File: config.mk
export PLATFORM = sky130hd
export DESIGN_NAME = xbus_ram_bridge_flat
export DESIGN_NICKNAME = d
export VERILOG_FILES = /design/src/rtl/xbus_ram_bridge_pkg.sv /design/src/rtl/xbus_ram_bridge_if.sv /design/src/rtl/xbus_ram_bridge_timeout.sv /design/src/rtl/xbus_ram_bridge.sv /design/src/flat_wrapper.sv
export SDC_FILE = /design/constraint.sdc
export NUM_CORES = 1
export LEC_CHECK = 0
export BUFFER_PORTS_ARGS = -buffer_cell sky130_fd_sc_hd__buf_2
export CORE_MARGIN = 5
export CORE_UTILIZATION = 43
export CTS_CLUSTER_DIAMETER = 50
export DETAILED_ROUTE_END_ITERATION = 10
export GPL_ROUTABILITY_DRIVEN = 0
export PLACE_DENSITY = 0.76
export SKIP_CTS_REPAIR_TIMING = 1
export SLEW_MARGIN = 5
export SYNTH_ARGS = -nofsm -noshare
export SYNTH_HDL_FRONTEND = slang
export SYNTH_SLANG_ARGS = --single-unit
File: constraint.sdc
create_clock -name clk -period 2.8 [get_ports clk]
set_input_delay 0.14 -clock clk [delete_from_list [all_inputs] [get_ports clk]]
set_output_delay 0.14 -clock clk [all_outputs]
set_load 0.03 [all_outputs]
File: src/rtl/xbus_ram_bridge_pkg.sv
// Shared xbus definitions for the RAM bridge and sibling xbus slaves.
//   xb_state_e    : bridge FSM states
//   XB_ADDR_W     : default xbus/SDRAM word address width
//   XB_RAM_TOP    : first address not backed by SDRAM (start of hole)
//   XB_DECODE_TOP : first address not decoded by the RAM slave at all
package xbus_ram_bridge_pkg;

  typedef enum logic [2:0] {
    XB_IDLE    = 3'd0,
    XB_RD      = 3'd1,
    XB_WR      = 3'd2,
    XB_HOLE    = 3'd3,
    XB_ACK     = 3'd4,
    XB_RELEASE = 3'd5
  } xb_state_e;

  localparam int unsigned           XB_ADDR_W     = 22;
  localparam logic [XB_ADDR_W-1:0] XB_RAM_TOP    = 22'o10000000;
  localparam logic [XB_ADDR_W-1:0] XB_DECODE_TOP = 22'o11000000;

endpackage

File: src/rtl/xbus_ram_bridge_if.sv
// xbus RAM slave bundle: CPU-side xbus signals plus the SDRAM controller side.
//   slave  : the bridge (consumes xbus request and SDRAM responses)
//   master : the xbus arbiter / SDRAM controller side (or a bench)
//   xbus   : addr, datain, req, write -> ; <- dataout, ack, err, decode, busy
//   sdram  : <- sdram_addr, sdram_data_out, sdram_req, sdram_write
//            -> sdram_data_in, sdram_ready, sdram_done
interface xbus_ram_bridge_if #(
  parameter int unsigned ADDR_W = 22,
  parameter int unsigned DATA_W = 32
);

  logic [ADDR_W-1:0] addr;
  logic [DATA_W-1:0] datain;
  logic              req;
  logic              write;
  logic [DATA_W-1:0] dataout;
  logic              ack;
  logic              err;
  logic              decode;
  logic              busy;
  logic [ADDR_W-1:0] sdram_addr;
  logic [DATA_W-1:0] sdram_data_out;
  logic [DATA_W-1:0] sdram_data_in;
  logic              sdram_req;
  logic              sdram_write;
  logic              sdram_ready;
  logic              sdram_done;

  modport slave (
    input  addr, datain, req, write, sdram_data_in, sdram_ready, sdram_done,
    output dataout, ack, err, decode, busy,
           sdram_addr, sdram_data_out, sdram_req, sdram_write
  );

  modport master (
    output addr, datain, req, write, sdram_data_in, sdram_ready, sdram_done,
    input  dataout, ack, err, decode, busy,
           sdram_addr, sdram_data_out, sdram_req, sdram_write
  );

endinterface

File: src/rtl/xbus_ram_bridge_timeout.sv
// xbus_timeout: TO_W-bit clear/enable cycle counter with terminal-count flag.
//   clk, reset : clock, asynchronous active-high reset
//   clr        : zero the counter (has priority over en)
//   en         : count this cycle
//   tc         : this is the TIMEOUT-th enabled cycle since clr
module xbus_timeout #(
  parameter int unsigned TO_W    = 8,
  parameter int unsigned TIMEOUT = 255
) (
  input  logic clk,
  input  logic reset,
  input  logic clr,
  input  logic en,
  output logic tc
);

  logic [TO_W-1:0] count_q;
  logic [TO_W-1:0] count_d;

  always_comb begin
    count_d = count_q;
    if (clr) begin
      count_d = '0;
    end else if (en) begin
      count_d = count_q + 1'b1;
    end
  end

  always_ff @(posedge clk or posedge reset) begin
    if (reset) begin
      count_q <= '0;
    end else begin
      count_q <= count_d;
    end
  end

  // count_q holds the enabled cycles already completed, so the current
  // cycle is number count_q+1; fire on the TIMEOUT-th one.
  assign tc = en && (count_q == TO_W'(TIMEOUT - 1));

endmodule

File: src/rtl/xbus_ram_bridge.sv
// xbus_ram_bridge: registered xbus slave bridging CPU RAM accesses to SDRAM.
//   clk, reset : system clock, asynchronous active-high reset
//   bus        : xbus_ram_bridge_if.slave
//     addr/datain/req/write in; dataout/ack/err registered out
//     decode (comb, addr < DECODE_TOP), busy (state != IDLE)
//     sdram_addr/sdram_data_out captured at accept; sdram_req/sdram_write
//     level requests held until sdram_ready/sdram_done or timeout
// Addresses in [RAM_TOP, DECODE_TOP) form a hole that acks with no SDRAM
// access (reads return 0). A read/write that waits TIMEOUT cycles acks with
// err=1 (timed-out reads return all ones).
module xbus_ram_bridge
  import xbus_ram_bridge_pkg::*;
#(
  parameter int unsigned       ADDR_W     = XB_ADDR_W,
  parameter int unsigned       DATA_W     = 32,
  parameter logic [ADDR_W-1:0] RAM_TOP    = XB_RAM_TOP,
  parameter logic [ADDR_W-1:0] DECODE_TOP = XB_DECODE_TOP,
  parameter int unsigned       TIMEOUT    = 255,
  parameter int unsigned       TO_W       = 8
) (
  input logic              clk,
  input logic              reset,
  xbus_ram_bridge_if.slave bus
);

  xb_state_e state_q, state_d;

  logic [ADDR_W-1:0] sdram_addr_q, sdram_addr_d;
  logic [DATA_W-1:0] sdram_data_out_q, sdram_data_out_d;
  logic [DATA_W-1:0] dataout_q, dataout_d;
  logic              sdram_req_q, sdram_req_d;
  logic              sdram_write_q, sdram_write_d;
  logic              ack_q, ack_d;
  logic              err_q, err_d;
  logic              wr_q, wr_d;

  logic decode_w;
  logic accept;
  logic hole;
  logic count_en;
  logic tc;

  assign decode_w = bus.addr < DECODE_TOP;
  assign accept   = (state_q == XB_IDLE) && bus.req && decode_w;
  assign hole     = bus.addr >= RAM_TOP;
  assign count_en = (state_q == XB_RD) || (state_q == XB_WR);

  xbus_timeout #(
    .TO_W    (TO_W),
    .TIMEOUT (TIMEOUT)
  ) u_timeout (
    .clk   (clk),
    .reset (reset),
    .clr   (accept),
    .en    (count_en),
    .tc    (tc)
  );

  // State register and capture/output registers.
  always_ff @(posedge clk or posedge reset) begin
    if (reset) begin
      state_q          <= XB_IDLE;
      sdram_addr_q     <= '0;
      sdram_data_out_q <= '0;
      dataout_q        <= '0;
      sdram_req_q      <= 1'b0;
      sdram_write_q    <= 1'b0;
      ack_q            <= 1'b0;
      err_q            <= 1'b0;
      wr_q             <= 1'b0;
    end else begin
      state_q          <= state_d;
      sdram_addr_q     <= sdram_addr_d;
      sdram_data_out_q <= sdram_data_out_d;
      dataout_q        <= dataout_d;
      sdram_req_q      <= sdram_req_d;
      sdram_write_q    <= sdram_write_d;
      ack_q            <= ack_d;
      err_q            <= err_d;
      wr_q             <= wr_d;
    end
  end

  // Next-state logic. A completion in the terminal-count cycle still takes
  // the normal path; the output process gives it priority over the error.
  always_comb begin
    state_d = state_q;
    unique case (state_q)
      XB_IDLE: begin
        if (accept) begin
          if (hole) begin
            state_d = XB_HOLE;
          end else if (bus.write) begin
            state_d = XB_WR;
          end else begin
            state_d = XB_RD;
          end
        end
      end
      XB_RD:      if (bus.sdram_ready || tc) state_d = XB_ACK;
      XB_WR:      if (bus.sdram_done || tc)  state_d = XB_ACK;
      XB_HOLE:    state_d = XB_ACK;
      XB_ACK:     state_d = XB_RELEASE;
      // Holding here until req drops stops a held req being taken twice.
      XB_RELEASE: if (!bus.req) state_d = XB_IDLE;
      default:    state_d = XB_IDLE;
    endcase
  end

  // Output/datapath logic. ack/err are computed on the edge that enters
  // ACK so they are registered and high for exactly the ACK cycle.
  always_comb begin
    sdram_addr_d     = sdram_addr_q;
    sdram_data_out_d = sdram_data_out_q;
    dataout_d        = dataout_q;
    sdram_req_d      = sdram_req_q;
    sdram_write_d    = sdram_write_q;
    wr_d             = wr_q;
    ack_d            = 1'b0;
    err_d            = 1'b0;
    case (state_q)
      XB_IDLE: begin
        if (accept) begin
          sdram_addr_d     = bus.addr;
          sdram_data_out_d = bus.datain;
          wr_d             = bus.write;
          sdram_req_d      = !hole && !bus.write;
          sdram_write_d    = !hole && bus.write;
        end
      end
      XB_RD: begin
        if (bus.sdram_ready) begin
          dataout_d   = bus.sdram_data_in;
          sdram_req_d = 1'b0;
          ack_d       = 1'b1;
        end else if (tc) begin
          dataout_d   = '1;
          sdram_req_d = 1'b0;
          ack_d       = 1'b1;
          err_d       = 1'b1;
        end
      end
      XB_WR: begin
        if (bus.sdram_done) begin
          sdram_write_d = 1'b0;
          ack_d         = 1'b1;
        end else if (tc) begin
          sdram_write_d = 1'b0;
          ack_d         = 1'b1;
          err_d         = 1'b1;
        end
      end
      XB_HOLE: begin
        ack_d = 1'b1;
        // Hole writes are dropped and leave dataout alone.
        if (!wr_q) begin
          dataout_d = '0;
        end
      end
      default: ;
    endcase
  end

  assign bus.dataout        = dataout_q;
  assign bus.ack            = ack_q;
  assign bus.err            = err_q;
  assign bus.decode         = decode_w;
  assign bus.busy           = (state_q != XB_IDLE);
  assign bus.sdram_addr     = sdram_addr_q;
  assign bus.sdram_data_out = sdram_data_out_q;
  assign bus.sdram_req      = sdram_req_q;
  assign bus.sdram_write    = sdram_write_q;

endmodule
File: src/flat_wrapper.sv
// flat-port wrapper written by rule: the top's interface ports become plain ports
module xbus_ram_bridge_flat import xbus_ram_bridge_pkg::*;
#(
  parameter int unsigned       ADDR_W     = XB_ADDR_W,
  parameter int unsigned       DATA_W     = 32,
  parameter logic [ADDR_W-1:0] RAM_TOP    = XB_RAM_TOP,
  parameter logic [ADDR_W-1:0] DECODE_TOP = XB_DECODE_TOP,
  parameter int unsigned       TIMEOUT    = 255,
  parameter int unsigned       TO_W       = 8
)
  (clk, reset, bus_addr, bus_datain, bus_req, bus_write, bus_sdram_data_in, bus_sdram_ready, bus_sdram_done, bus_dataout, bus_ack, bus_err, bus_decode, bus_busy, bus_sdram_addr, bus_sdram_data_out, bus_sdram_req, bus_sdram_write);
  xbus_ram_bridge_if #(.ADDR_W(ADDR_W), .DATA_W(DATA_W)) bus_i ();
  input logic clk;
  input logic reset;
  input wire logic [$bits(bus_i.addr)-1:0] bus_addr;
  input wire logic [$bits(bus_i.datain)-1:0] bus_datain;
  input wire logic [$bits(bus_i.req)-1:0] bus_req;
  input wire logic [$bits(bus_i.write)-1:0] bus_write;
  input wire logic [$bits(bus_i.sdram_data_in)-1:0] bus_sdram_data_in;
  input wire logic [$bits(bus_i.sdram_ready)-1:0] bus_sdram_ready;
  input wire logic [$bits(bus_i.sdram_done)-1:0] bus_sdram_done;
  output wire logic [$bits(bus_i.dataout)-1:0] bus_dataout;
  output wire logic [$bits(bus_i.ack)-1:0] bus_ack;
  output wire logic [$bits(bus_i.err)-1:0] bus_err;
  output wire logic [$bits(bus_i.decode)-1:0] bus_decode;
  output wire logic [$bits(bus_i.busy)-1:0] bus_busy;
  output wire logic [$bits(bus_i.sdram_addr)-1:0] bus_sdram_addr;
  output wire logic [$bits(bus_i.sdram_data_out)-1:0] bus_sdram_data_out;
  output wire logic [$bits(bus_i.sdram_req)-1:0] bus_sdram_req;
  output wire logic [$bits(bus_i.sdram_write)-1:0] bus_sdram_write;
  assign bus_i.addr = bus_addr;
  assign bus_i.datain = bus_datain;
  assign bus_i.req = bus_req;
  assign bus_i.write = bus_write;
  assign bus_i.sdram_data_in = bus_sdram_data_in;
  assign bus_i.sdram_ready = bus_sdram_ready;
  assign bus_i.sdram_done = bus_sdram_done;
  assign bus_dataout = bus_i.dataout;
  assign bus_ack = bus_i.ack;
  assign bus_err = bus_i.err;
  assign bus_decode = bus_i.decode;
  assign bus_busy = bus_i.busy;
  assign bus_sdram_addr = bus_i.sdram_addr;
  assign bus_sdram_data_out = bus_i.sdram_data_out;
  assign bus_sdram_req = bus_i.sdram_req;
  assign bus_sdram_write = bus_i.sdram_write;
  xbus_ram_bridge #(.ADDR_W(ADDR_W), .DATA_W(DATA_W), .RAM_TOP(RAM_TOP), .DECODE_TOP(DECODE_TOP), .TIMEOUT(TIMEOUT), .TO_W(TO_W)) u_core (.clk(clk), .reset(reset), .bus(bus_i));
endmodule
# Word-level counts from Yosys, hierarchy flattened
# Index checks and enable logic that the tools add are counted.
# Widths: inputs -> output; s select.
dict set report word_totals {
  in_bits 92
  out_inout_bits 92
  regBits 102
}
dict set report op_classes {
  magnitude_cmp 2
  add_sub_neg 1
  n_eq_ne 13
  n_mux 27
  reduce_logical 21
}
# operator n
set op_table {}
lappend op_table {{$mux 32} 3}
lappend op_table {{$pmux 32 s2} 1}
lappend op_table {{$ge 22x22->1 const B} 1}
lappend op_table {{$lt 22x22->1 const B} 1}
lappend op_table {{$pmux 3 s6} 1}
lappend op_table {{$mux 8} 2}
lappend op_table {{$mux 3} 5}
lappend op_table {{$mux 1} 10}
lappend op_table {{$reduce_and 3->1} 3}
lappend op_table {{$add 8x1->8 const B} 1}
lappend op_table {{$eq 8x8->1 const B} 1}
lappend op_table {{$ne 2x2->1 const B} 4}
lappend op_table {{$reduce_bool 2->1} 4}
lappend op_table {{$eq 3x2->1 const B} 2}
lappend op_table {{$eq 3x3->1 const B} 2}
lappend op_table {{$ne 3x2->1 const B} 2}
lappend op_table {{$pmux 1 s2} 3}
lappend op_table {{$logic_and 1x1->1} 5}
lappend op_table {{$reduce_and 4->1} 1}
lappend op_table {{$eq 3x1->1 const B} 1}
lappend op_table {{$logic_not 3->1} 1}
lappend op_table {{$logic_or 1x1->1} 3}
lappend op_table {{$pmux 1 s3} 1}
lappend op_table {{$reduce_bool 3->1} 1}
lappend op_table {{4 further kinds} 5}

# Logic depth before layout (Yosys ltp)
# Gate-level depths: netlist of run 1.
dict set report depth {
  depth_word 6
  depth_mapped 7
  ltp_nobuf 6
}

# Modules after synthesis
# From an unflattened synthesis of run 1, not the netlist that was laid out.
dict set report unflattened {
  hier_cells 346
  area_unflattened_um2 4478.0
}
# mod area_each_um2 seq_area_each_um2 instances cells_per_inst
set modules_own_cells {}
lappend modules_own_cells {xbus_ram_bridge 4058.9 2352.3 1 304}
lappend modules_own_cells {xbus_timeout 419.2 200.2 1 42}

# Worst setup path before layout of run 1
# Ideal clock, no wire load.
dict set report synth_path {
  path_kind {reg2reg}
  startpoint {register u_core.u_timeout.count_q[0]}
  endpoint {register u_core.dataout_q[0] (netlist: u_core.bus.dataout[0])}
  arrival_time_ns 1.659
  path_slack_ns 1.009
  period_less_slack_ns 1.791
  t_required_ns 2.668
  path_stages_with_launch 8
  path_cell_list {dfrtp_1 > inv_1 > ha_1 > and3_1 > and2_1 > o211ai_1 > clkbuf_1 > o2bb2ai_1}
}
dict set report synth_via {
  elab_chain_len 4
}
# element line_no
set synth_lines {}
lappend synth_lines {{from (decl)} xbus_ram_bridge_timeout.sv:17} ;# logic [TO_W-1:0] count_q;
lappend synth_lines {{from (signal assigned)} xbus_ram_bridge_timeout.sv:33} ;# count_q <= count_d;
lappend synth_lines {{$eq 8x8->1} xbus_ram_bridge_timeout.sv:39} ;# assign tc = en && (count_q == TO_W'(TIMEOUT - 1));
lappend synth_lines {{$logic_and 1x1->1} xbus_ram_bridge_timeout.sv:39}
lappend synth_lines {{$ne 3x2->1 (no line)} --}
lappend synth_lines {{$reduce_and 3->1 (no line)} --}
lappend synth_lines {{to (signal assigned)} xbus_ram_bridge.sv:75} ;# dataout_q <= dataout_d;
lappend synth_lines {{to (decl)} xbus_ram_bridge.sv:30} ;# logic [DATA_W-1:0] dataout_q, dataout_d;
# No other way between the ends.
# A chain may end at the register's enable or synchronous reset.

# Worst setup path in the final report of run 1
dict set report layout_path {
  startpoint {register u_core.state_q[2]}
  endpoint {register u_core.dataout_q[3] (netlist: u_core.bus.dataout[3])}
}
dict set report layout_via {
  elab_chain_len 5
  elab_cells_between_ends 10
  cone_classes {eq/ne: 5; mux: 1; reduce/logical: 4}
}
# element line_no
set layout_lines {}
lappend layout_lines {{from (decl)} xbus_ram_bridge.sv:26} ;# xb_state_e state_q, state_d;
lappend layout_lines {{from (signal assigned)} xbus_ram_bridge.sv:72} ;# state_q <= state_d;
lappend layout_lines {{$eq 3x1->1 / $eq 3x2->1 (equally long branches)} {xbus_ram_bridge.sv:46, xbus_ram_bridge.sv:121}}
lappend layout_lines {{$logic_or 1x1->1} xbus_ram_bridge.sv:46} ;# assign count_en = (state_q == XB_RD) || (state_q == XB_WR);
lappend layout_lines {{$logic_and 1x1->1} xbus_ram_bridge_timeout.sv:39}
lappend layout_lines {{$ne 3x2->1 (no line)} --}
lappend layout_lines {{$reduce_and 3->1 (no line)} --}
# Parallel ways exist; a longest one is shown, timed or not.

==> metrics.txt, run 1 <==
run status complete, no violations; worst-skew pair later-pin latency about 370 ps; Final min period ~2100 ps; synthesis-to-layout area growth 37.61%; vias per inst about 5; Seq cells post-synth 102; DRC 0; routed vias 3256; commonest non-fill, non-tap cells in the layout buf_2 (183), dfrtp_1 (102), mux2_2 (55), dlygate4sd3_1 (36); TritonCTS clock tree done; # clock sinks 102; Initial Util 0.4380; Yosys cell types 39; CTS Buf Count 9; Root Driver clkbuf_8; Nets 625; Detailed Route Iter0 Violations 185; clock buffer depth 2; final cell count without fillers 669; Synth Area in Compound Gates 0.1062; XOR/XNOR share of the synthesized area 0.01445; DRT Pass-1 Iters 4; number of global-route vias before repair 3226; GRT Residual Overflow 0; row count 36; most common flop cell mapped by yosys dfrtp_1; H-tree depth 3; number of synthesized flops with an enable pin 0; Setup WS pre-CTS 688.2 ps; CP Launch Type flip-flop; mux cell area share after synthesis 0.1460; dpl cells 617; global-route wire length before repair 15380 µm; Critical Path RT 3090 ps; final wirelength 10520 µm; commonest non-fill, non-tap cell in the layout buf_2; Die ar. approximately 12000 µm²; Pleak 2.826 nW; clock skew between 9 and 10 ps; RSZ-0062 raised after global routing false; Die Span Y 109.3 µm; Rel. slew slack 0.2657; syn_area_per_cell 13.51 µm²; post-synthesis adder-cell area fraction 0.005900; layout cells sized above 1 0.4963; GRT Overall Usage 0.1642; IO buf count 183; synthesized net count 408; Fmax roughly 0.47 GHz; slowest cell delay on critical path roughly 600 ps; Final Setup Violations 0; crit path capture type flip-flop; worst slew pin tran ~1100 ps; antenna cells 0; clock-pin slew on the worst setup and hold paths about 100 ps; slowest CP cell or4b_1; Crit path arrival time 2430 ps; Post-Synth Simple-Gate Area 0.09381; ys async rst share 1.000; largest net degree at the start of global routing between 50 and 60; critical path class flip-flop to flip-flop; post-layout util 0.6027; Synth Cell Area 4242 µm²; sequential area share after synthesis 0.6018; Final Cycle Share 0.7669; I/O pins around 180; crit-path max FO 32; DR WL/cell 15.73 µm; core area slightly below 10000 µm²; max_cap viols 0; Chip Width 109.3 µm; largest family of logic cells by synthesized area multiplexers; Gate Count Post-Synth about 310; Slew Limit Fails 0; worst hold path class primary input to flip-flop; pwr/cell area 1169 nW/µm²; setup_tns 0 ps; Max VDD drop 0.0006720 V; Final Hold Viols 0; crit-path cells or4b_1, a21oi_2, a2111o_2, o2bb2ai_1; post-route antenna net violation count 0; setup ws final 652.6 ps; DP HPWL 7221 µm; Ys Warns 0; initial antenna violation count 0
[final timing paths]
kind,slack [ps],depth (start not counted),endpoint,start
worst max-delay path,650,4,u_core.bus.dataout[3]$_DFFE_PP0P_,u_core.state_q[2]$_DFFE_PP0P_
worst min-delay path,7,2,u_core.bus.sdram_addr[14]$_DFFE_PP0P_,bus_addr[14]
worst max register to register,650,4,u_core.bus.dataout[3]$_DFFE_PP0P_,u_core.state_q[2]$_DFFE_PP0P_
worst min register to register,500,1,u_core.bus.dataout[17]$_DFFE_PP0P_,u_core.bus.dataout[17]$_DFFE_PP0P_
max in group asynchronous,2050,3,u_core.bus.sdram_addr[6]$_DFFE_PP0P_,reset
min in group asynchronous,20,2,u_core.bus.dataout[4]$_DFFE_PP0P_,reset
[registers in the layout, indices dropped and copies added (netlist names)]
name	flops
u_core.bus.dataout	32
u_core.u_timeout.count_q	8
u_core.wr_q	1
u_core.state_q	3
u_core.bus.sdram_write	1
u_core.bus.sdram_req	1
u_core.bus.err	1
u_core.bus.ack	1
u_core.bus.sdram_data_out	32
u_core.bus.sdram_addr	22
[critical path, delay by kind of cell, from the launching register on]
kind	cells	cell delay (ps)
flops	1	560
simple gates	1	600
compound gates	3	890
[cell families (layout without fill, tap and decap cells)]
| kind of cell | count (synthesis) | count (layout) |
|---|---|---|
| flops | 102 | 102 |
| fa+ha+maj | 2 | 2 |
| compound gates | 54 | 54 |
| buf+inv | 24 | 246 |
| mux | 55 | 55 |
| xor+xnor | 7 | 7 |
| simple gates | 70 | 70 |
[report_power, final]
group	switching, mW	total [mW]	internal (mW)	leakage (nW)
logic	2.11	3.29	1.17	1.47
registers	0.430	2.59	2.16	1.26
clock network	0.526	0.949	0.424	0.0975
total	3.07	6.82	3.75	2.83
[synthesized netlist by cell type, types with 2 or more instances]
library cell	n	area, µm²
a21oi_1	5	25.02
buf_2	3	15.01
buf_4	5	37.54
buf_6	3	33.78
clkbuf_1	7	26.28
dfrtp_1	102	2552
ha_1	2	25.02
inv_1	6	22.52
mux2_2	55	619.3
nand2_1	6	22.52
nand2b_1	2	12.51
nand3_1	2	10.01
nand3b_1	2	15.01
nor2_1	14	52.55
nor2b_1	32	200.2
nor3_1	3	15.01
o21ai_0	3	15.01
o21bai_1	2	15.01
o2bb2ai_1	32	280.3
o32ai_1	2	17.52
o41ai_1	2	17.52
xnor2_1	7	61.31
[layer usage]
| metal | GRT usage | part of all wire |
|---|---|---|
| met2 | 0.2559 | 0.48 |
| met4 | 0.05343 | 0.016 |
| met3 | 0.06518 | 0.091 |
| met5 | 0 | 0 |
| met1 | 0.2101 | 0.41 |
[area by class of cell]
class                      instances  area (µm²)
timing repair buffer             224        1326
clock buffer                       9       123.9
tap                              133       166.4
clock inverter                     7       82.58
multi-input combinational        188        1559
sequential                       102        2552
fill                             780        3847
inverter                           6       26.28
[through the flow]
step	instance area (µm²)	total power [mW]	hold WS [ps]
6_report	5837	6.822	7.132
5_1_grt	5837	7.225	1.427
4_1_cts	5477	6.850	-30.64
3_5_place_dp	5270	5.872	375.3
3_3_place_gp	5270	5.763	371.1
2_1_floorplan	4245	4.914	290.4
(Power assumes the default switching activity.)
==> run 2, diff against run 1 <==
- ABC_AREA: default -> 1
- clock period: 2.8 -> 1.85 ns (I/O delays scaled with it)
==> run 2 against run 1 <==
Clock-buffer cell count is 4 higher. Global-route usage is 2.2 points higher. Largest cell class unchanged. Maximum frequency increased by 30%. Sequential share of layout area is 1.8 points lower. Clock power up 40%. Critical endpoint is now u_core.bus.sdram_data_out[29]$_DFFE_PP0P_. Worst setup slack got worse by 460 ps. Clock skew grew 5.8 ps. Synthesized cell count grew 59%. Sequential cell count unchanged.
==> metrics.txt, run 2 <==
commonest non-fill, non-tap cell in the layout nand2_1; Yosys cell types 25; sequential area share after synthesis 0.5887; Final Cycle Share 0.8956; largest net degree at the start of global routing 65; global-route wire length before repair ~19000 µm; DP HPWL ~8400 µm; Slew Limit Fails 0; # clock sinks 102; I/O pins approximately 180; row count 36; Fmax 0.6035 GHz; commonest non-fill, non-tap cells in the layout nand2_1 (227), buf_2 (183), dfrtp_1 (102), dlygate4sd3_1 (53), o21ai_0 (40); hold slack final 28.71 ps; CTS Buf Count 9; synthesis-to-layout area growth 40.58%; clock buffer depth 2; Yosys top cell by area dfrtp_1; GRT Overall Usage 0.1859; post-layout util 0.6207; setup ws final 193.1 ps; crit path capture type flip-flop; clock-pin slew on the worst setup and hold paths 90 ps; Die Span Y 110.4 µm; Yosys top cell area share 0.5887; number of global-route vias before repair a little over 4000; worst slew pin tran 756.1 ps; DR WL/cell 14.66 µm; worst hold path class primary input to flip-flop; Detailed Route Iter0 Violations 367; syn_area_per_cell 8.706 µm²; H-tree depth 3; synth cell count leaders nand2_1 (227), dfrtp_1 (102), o21ai_0 (40), o21ai_1 (30), inv_1 (18); synthesized net count 592; CP Launch Type flip-flop; final cell count without fillers 871; core area 9819 µm²; number of synthesized flops with an enable pin 0; Ys Warns 0; most common cell in the netlist nand2_1; setup_tns 0 ps; Synth Cell Area around 4300 µm²; GRT Residual Overflow 0; Setup WS pre-CTS 204.8 ps; Initial Util 0.4415; TritonCTS clock tree done; max_cap viols 0; hold path cells 3; fillers 810; Root Driver clkbuf_8; dpl cells 801; Crit path arrival time 1950 ps; Critical Path RT 2140 ps; Final Setup Violations 0; ys async rst share 1.000; clock skew 15.40 ps; vias per inst 4.982; final wirelength about 13000 µm; post-route antenna net violation count 0; Max VDD drop just over 0.001 V; Rel. slew slack 0.4954; Nets 826; most common flop cell mapped by yosys dfrtp_1; Chip Width 110.4 µm; RSZ-0062 raised after global routing false; initial antenna violation count 1; Gate Count Post-Synth 498; DRT Pass-1 Iters 4; DRC 0; Pleak 3.367 nW; worst-skew pair later-pin latency 360 ps; Final Hold Viols 0; routed vias between 4000 and 5000; critical path class flip-flop to flip-flop; pwr/cell area ~1700 nW/µm²; Worst R2R Path Depth 8; IO buf count 183; Die ar. 12190 µm²; Final min period approximately 1700 ps; run status complete, no violations; crit-path max FO 33; Seq cells post-synth 102; top cells by area, synth dfrtp_1 (59%), nand2_1 (20%), o21ai_0 (4.6%); layout cells sized above 1 0.3053
-- run 2: critical path, stage by stage, from the launching register on --
cell and delay (ps):
dfrtp_1 450, nor2_2 170, nand2_1 100, inv_1 130, nand3_2 130, inv_2 80, buf_4 310, nand2_1 140
nand2_1 90
-- run 2: path summary, 6_finish.rpt --
path | from | endpoint | slack, ps
worst max-delay path | u_core.state_q[1]$_DFFE_PP0P_ | u_core.bus.sdram_data_out[29]$_DFFE_PP0P_ | 190
worst min-delay path | bus_addr[18] | u_core.bus.sdram_addr[18]$_DFFE_PP0P_ | 30
worst max register to register | u_core.state_q[1]$_DFFE_PP0P_ | u_core.bus.sdram_data_out[29]$_DFFE_PP0P_ | 190
worst min register to register | u_core.bus.sdram_write$_DFFE_PP0P_ | u_core.bus.sdram_write$_DFFE_PP0P_ | 480
max in group asynchronous | reset | u_core.state_q[2]$_DFFE_PP0P_ | 1040
min in group asynchronous | reset | u_core.bus.dataout[22]$_DFFE_PP0P_ | 380
-- run 2: cell type report --
class                   count  area (µm²)  share of cell area
clock inverters             3       17.52            0.002874
well taps                 133       166.4             0.02730
flip-flops and latches    102        2552              0.4188
clock buffers              13       168.9             0.02772
diodes                      1       2.502           0.0004106
repair buffers            247        1554              0.2550
inverters                  20       78.83             0.01293
multi-input cells         352        1554              0.2550
-- run 2: per-stage QoR --
stage | power [mW] | area (µm²)
floorplan | 7.571 | 4339
global placement | 8.986 | 5375
detailed placement | 9.142 | 5375
CTS | 10.49 | 5562
global route | 11.33 | 6095
finish | 10.55 | 6095
-- run 2: where the power goes --
group          leakage, nW  switching, mW  total, mW  internal (mW)
Sequential            1.27          0.615       3.86           3.25
Clock               0.0954          0.730       1.33          0.598
Combinational         2.00           3.77       5.36           1.58
Total                 3.37           5.12       10.6           5.43
-- run 2: cells by family after synthesis --
| family | count (synthesis) | synth area share |
|---|---|---|
| adder cells (fa/ha/maj) | 2 | 0.005771 |
| AND/OR/NAND/NOR | 270 | 0.2557 |
| AO/OA/AOI/OAI | 78 | 0.09293 |
| flip-flops | 102 | 0.5887 |
| XOR/XNOR | 2 | 0.004041 |
| buffers and inverters | 44 | 0.05281 |
-- run 2: per-layer routing --
layer / share of wire / vias up / track usage
li1: - / 2043 / -
met1: 0.39 / 2041 / 0.2312
met2: 0.49 / 222 / 0.3018
met3: 0.097 / 33 / 0.06510
met4: 0.022 / 0 / 0.06322
met5: 0 / - / 0
==> run 3, diff against run 2 <==
- CORE_UTILIZATION: 43 -> 44
- PLACE_DENSITY: 0.76 -> 0.77
- SYNTH_HIERARCHICAL: default -> 1
==> run 3 against run 2 <==
The flow now finishes with violations (setup timing). Register-to-register slack worse by 280 ps. Die area grew 3.0%. Worst hold slack improved by 39 ps.
==> metrics.txt, run 3 <==
run status finished, violations left; failing checks setup timing; crit-path cells nor2_2, nand2_2, nand2_2, nand2_2, nor4_4, nor2_2, inv_2, nor2_4, nor2_4, clkbuf_16, nand2_1, nand2_1; hold slack final around 68 ps; GRT Residual Overflow 0; Final Hold Viols 0; syn_area_per_cell 8.010 µm²; Gate Count Post-Synth 572; max_cap viols 0; fillers 797; Final Cycle Share 1.046; number of global-route vias before repair roughly 4300; Chip Width between 100 and 150 µm; reg-to-reg slack, setup -90 ps; top cells by area, synth dfrtp_1 (56%), nand2_1 (21%), nor2_1 (6.6%); clock skew 11.83 ps; worst slew pin tran between 500 and 600 ps; final cell count without fillers 968; # clock sinks 102; synthesized net count 666; Initial Util 0.4478; Root Driver clkbuf_8; Slew Limit Fails 0; setup_tns -1818 ps; pwr/cell area 1722 nW/µm²; critical path class flip-flop to flip-flop; Final min period 1935 ps; DRT Pass-1 Iters 5; most common cell in the netlist nand2_1; clock buffer depth 2; DRC 0; worst hold path class primary input to flip-flop; I/O pins 184; Crit path arrival time 2240 ps; Fmax 0.5167 GHz; commonest non-fill, non-tap cell in the layout nand2_1; initial antenna violation count 0; crit-path max FO 8; Critical Path RT 2150 ps; vias per inst approximately 5; DP HPWL about 9200 µm; Seq cells post-synth 102; final wirelength 15000 µm; RSZ-0062 raised after global routing true; Die ar. ~13000 µm²; layout cells sized above 1 0.3377; ys async rst share 1.000; antenna cells 0; largest net degree at the start of global routing slightly below 60; slowest cell delay on critical path between 400 and 500 ps; routed vias 4832; slowest CP cell dfrtp_2; Yosys top cell by area dfrtp_1; clock-pin slew on the worst setup and hold paths 90 ps; crit path capture type flip-flop; Max VDD drop 0.0009511 V; DR WL/cell roughly 16 µm; IO buf count 183; Final Setup Violations 32; Ys Warns 6; sequential area share after synthesis 0.5571; post-route antenna net violation count 0; Yosys top cell area share 0.5571; Pleak 3.718 nW; row count 37; Die Span Y 112.0 µm; dpl cells 886; Crit path top cell by count nand2_2; Synth Cell Area 4582 µm²; setup ws final -85.48 ps; core area 10230 µm²; Yosys cell types 25; GRT Overall Usage 0.1957; most common flop cell mapped by yosys dfrtp_1; worst-skew pair later-pin latency between 300 and 400 ps; global-route wire length before repair 20250 µm; Rel. slew slack 0.6117; number of synthesized flops with an enable pin 0; CP Launch Type flip-flop; CTS Buf Count 9; commonest non-fill, non-tap cells in the layout nand2_1 (243), buf_2 (183), dfrtp_1 (101), nor2_1 (75), dlygate4sd3_1 (54); H-tree depth 3; synth cell count leaders nand2_1 (260), dfrtp_1 (102), nor2_1 (80), o21ai_0 (33), inv_1 (23); Detailed Route Iter0 Violations 411; Nets 921; TritonCTS clock tree done; synthesis-to-layout area growth 46.53%
==> run 3: cell count changes after synthesis, moves of 5 or more <==
cell	delta
buf_4	-8
o21ai_0	-7
nor2_1	+68
buf_6	+5
nand2_1	+33
inv_1	+5
o21ai_1	-24
==> run 3: where the power goes <==
group	switching [mW]	internal [mW]	leakage, nW
registers	0.618	3.25	1.27
logic	4.15	1.94	2.33
clock network	0.771	0.837	0.116
total	5.54	6.02	3.72
==> run 3: metal layers <==
layer	vias up	GRT usage	routed length, µm
met5	-	0	0
met4	0	0.04087	265
met3	25	0.07709	1765
met2	290	0.3169	7228
met1	2260	0.2518	5745
li1	2257	-	-
==> run 3: final cells by class <==
class,count,area (µm²),area share
flip-flops and latches,102,2554,0.3804
multi-input cells,417,1854,0.2762
repair buffers,270,1793,0.2671
well taps,136,170.2,0.02534
clock buffers,11,151.4,0.02255
inverters,27,110.1,0.01640
clock inverters,5,81.33,0.01211
==> run 3: worst paths after layout <==
path | start | endpoint | depth (start not counted)
worst min-delay path | bus_sdram_done | u_core/bus.err$_DFF_PP0_ | 3
worst max register to register | u_core/state_q[0]$_DFFE_PP0P_ | u_core/bus.dataout[7]$_DFFE_PP0P_ | 12
min in group asynchronous | reset | u_core/u_timeout/count_q[6]$_DFFE_PP0P_ | 3
worst min register to register | u_core/bus.sdram_write$_DFFE_PP0P_ | u_core/bus.sdram_write$_DFFE_PP0P_ | 2
worst max-delay path | u_core/state_q[0]$_DFFE_PP0P_ | u_core/bus.dataout[7]$_DFFE_PP0P_ | 12
max in group asynchronous | reset | u_core/bus.dataout[26]$_DFFE_PP0P_ | 4
==> run 3: worst max-delay path, delay by kind of cell (launching register included) <==
| kind | cells | cell delay (ps) |
|---|---|---|
| flip-flops | 1 | 440 |
| buffers and inverters | 2 | 290 |
| AND/OR/NAND/NOR | 10 | 1160 |
==> run 3: stage by stage <==
| step | util | worst slack (ps) | area, µm² | total power, mW |
|---|---|---|---|---|
| 2_1_floorplan | - | 5.406 | 4594 | 7.582 |
| 3_3_place_gp | 0.5597 | 33.42 | 5727 | 9.217 |
| 3_5_place_dp | 0.5597 | -56.99 | 5727 | 9.398 |
| 4_1_cts | 0.5825 | -84.93 | 5959 | 11.01 |
| 5_1_grt | 0.6562 | -212.1 | 6714 | 12.28 |
| 6_report | 0.6562 | -85.48 | 6714 | 11.56 |
==> run 3: logic make-up (layout without fill, tap and decap cells) <==
kind of cell | after synthesis | count (layout) | synth area share
compound gates | 43 | 43 | 0.04724
fa+ha+maj | 2 | 2 | 0.005461
simple gates | 371 | 372 | 0.3296
flops | 102 | 102 | 0.5571
buf+inv | 54 | 313 | 0.06062
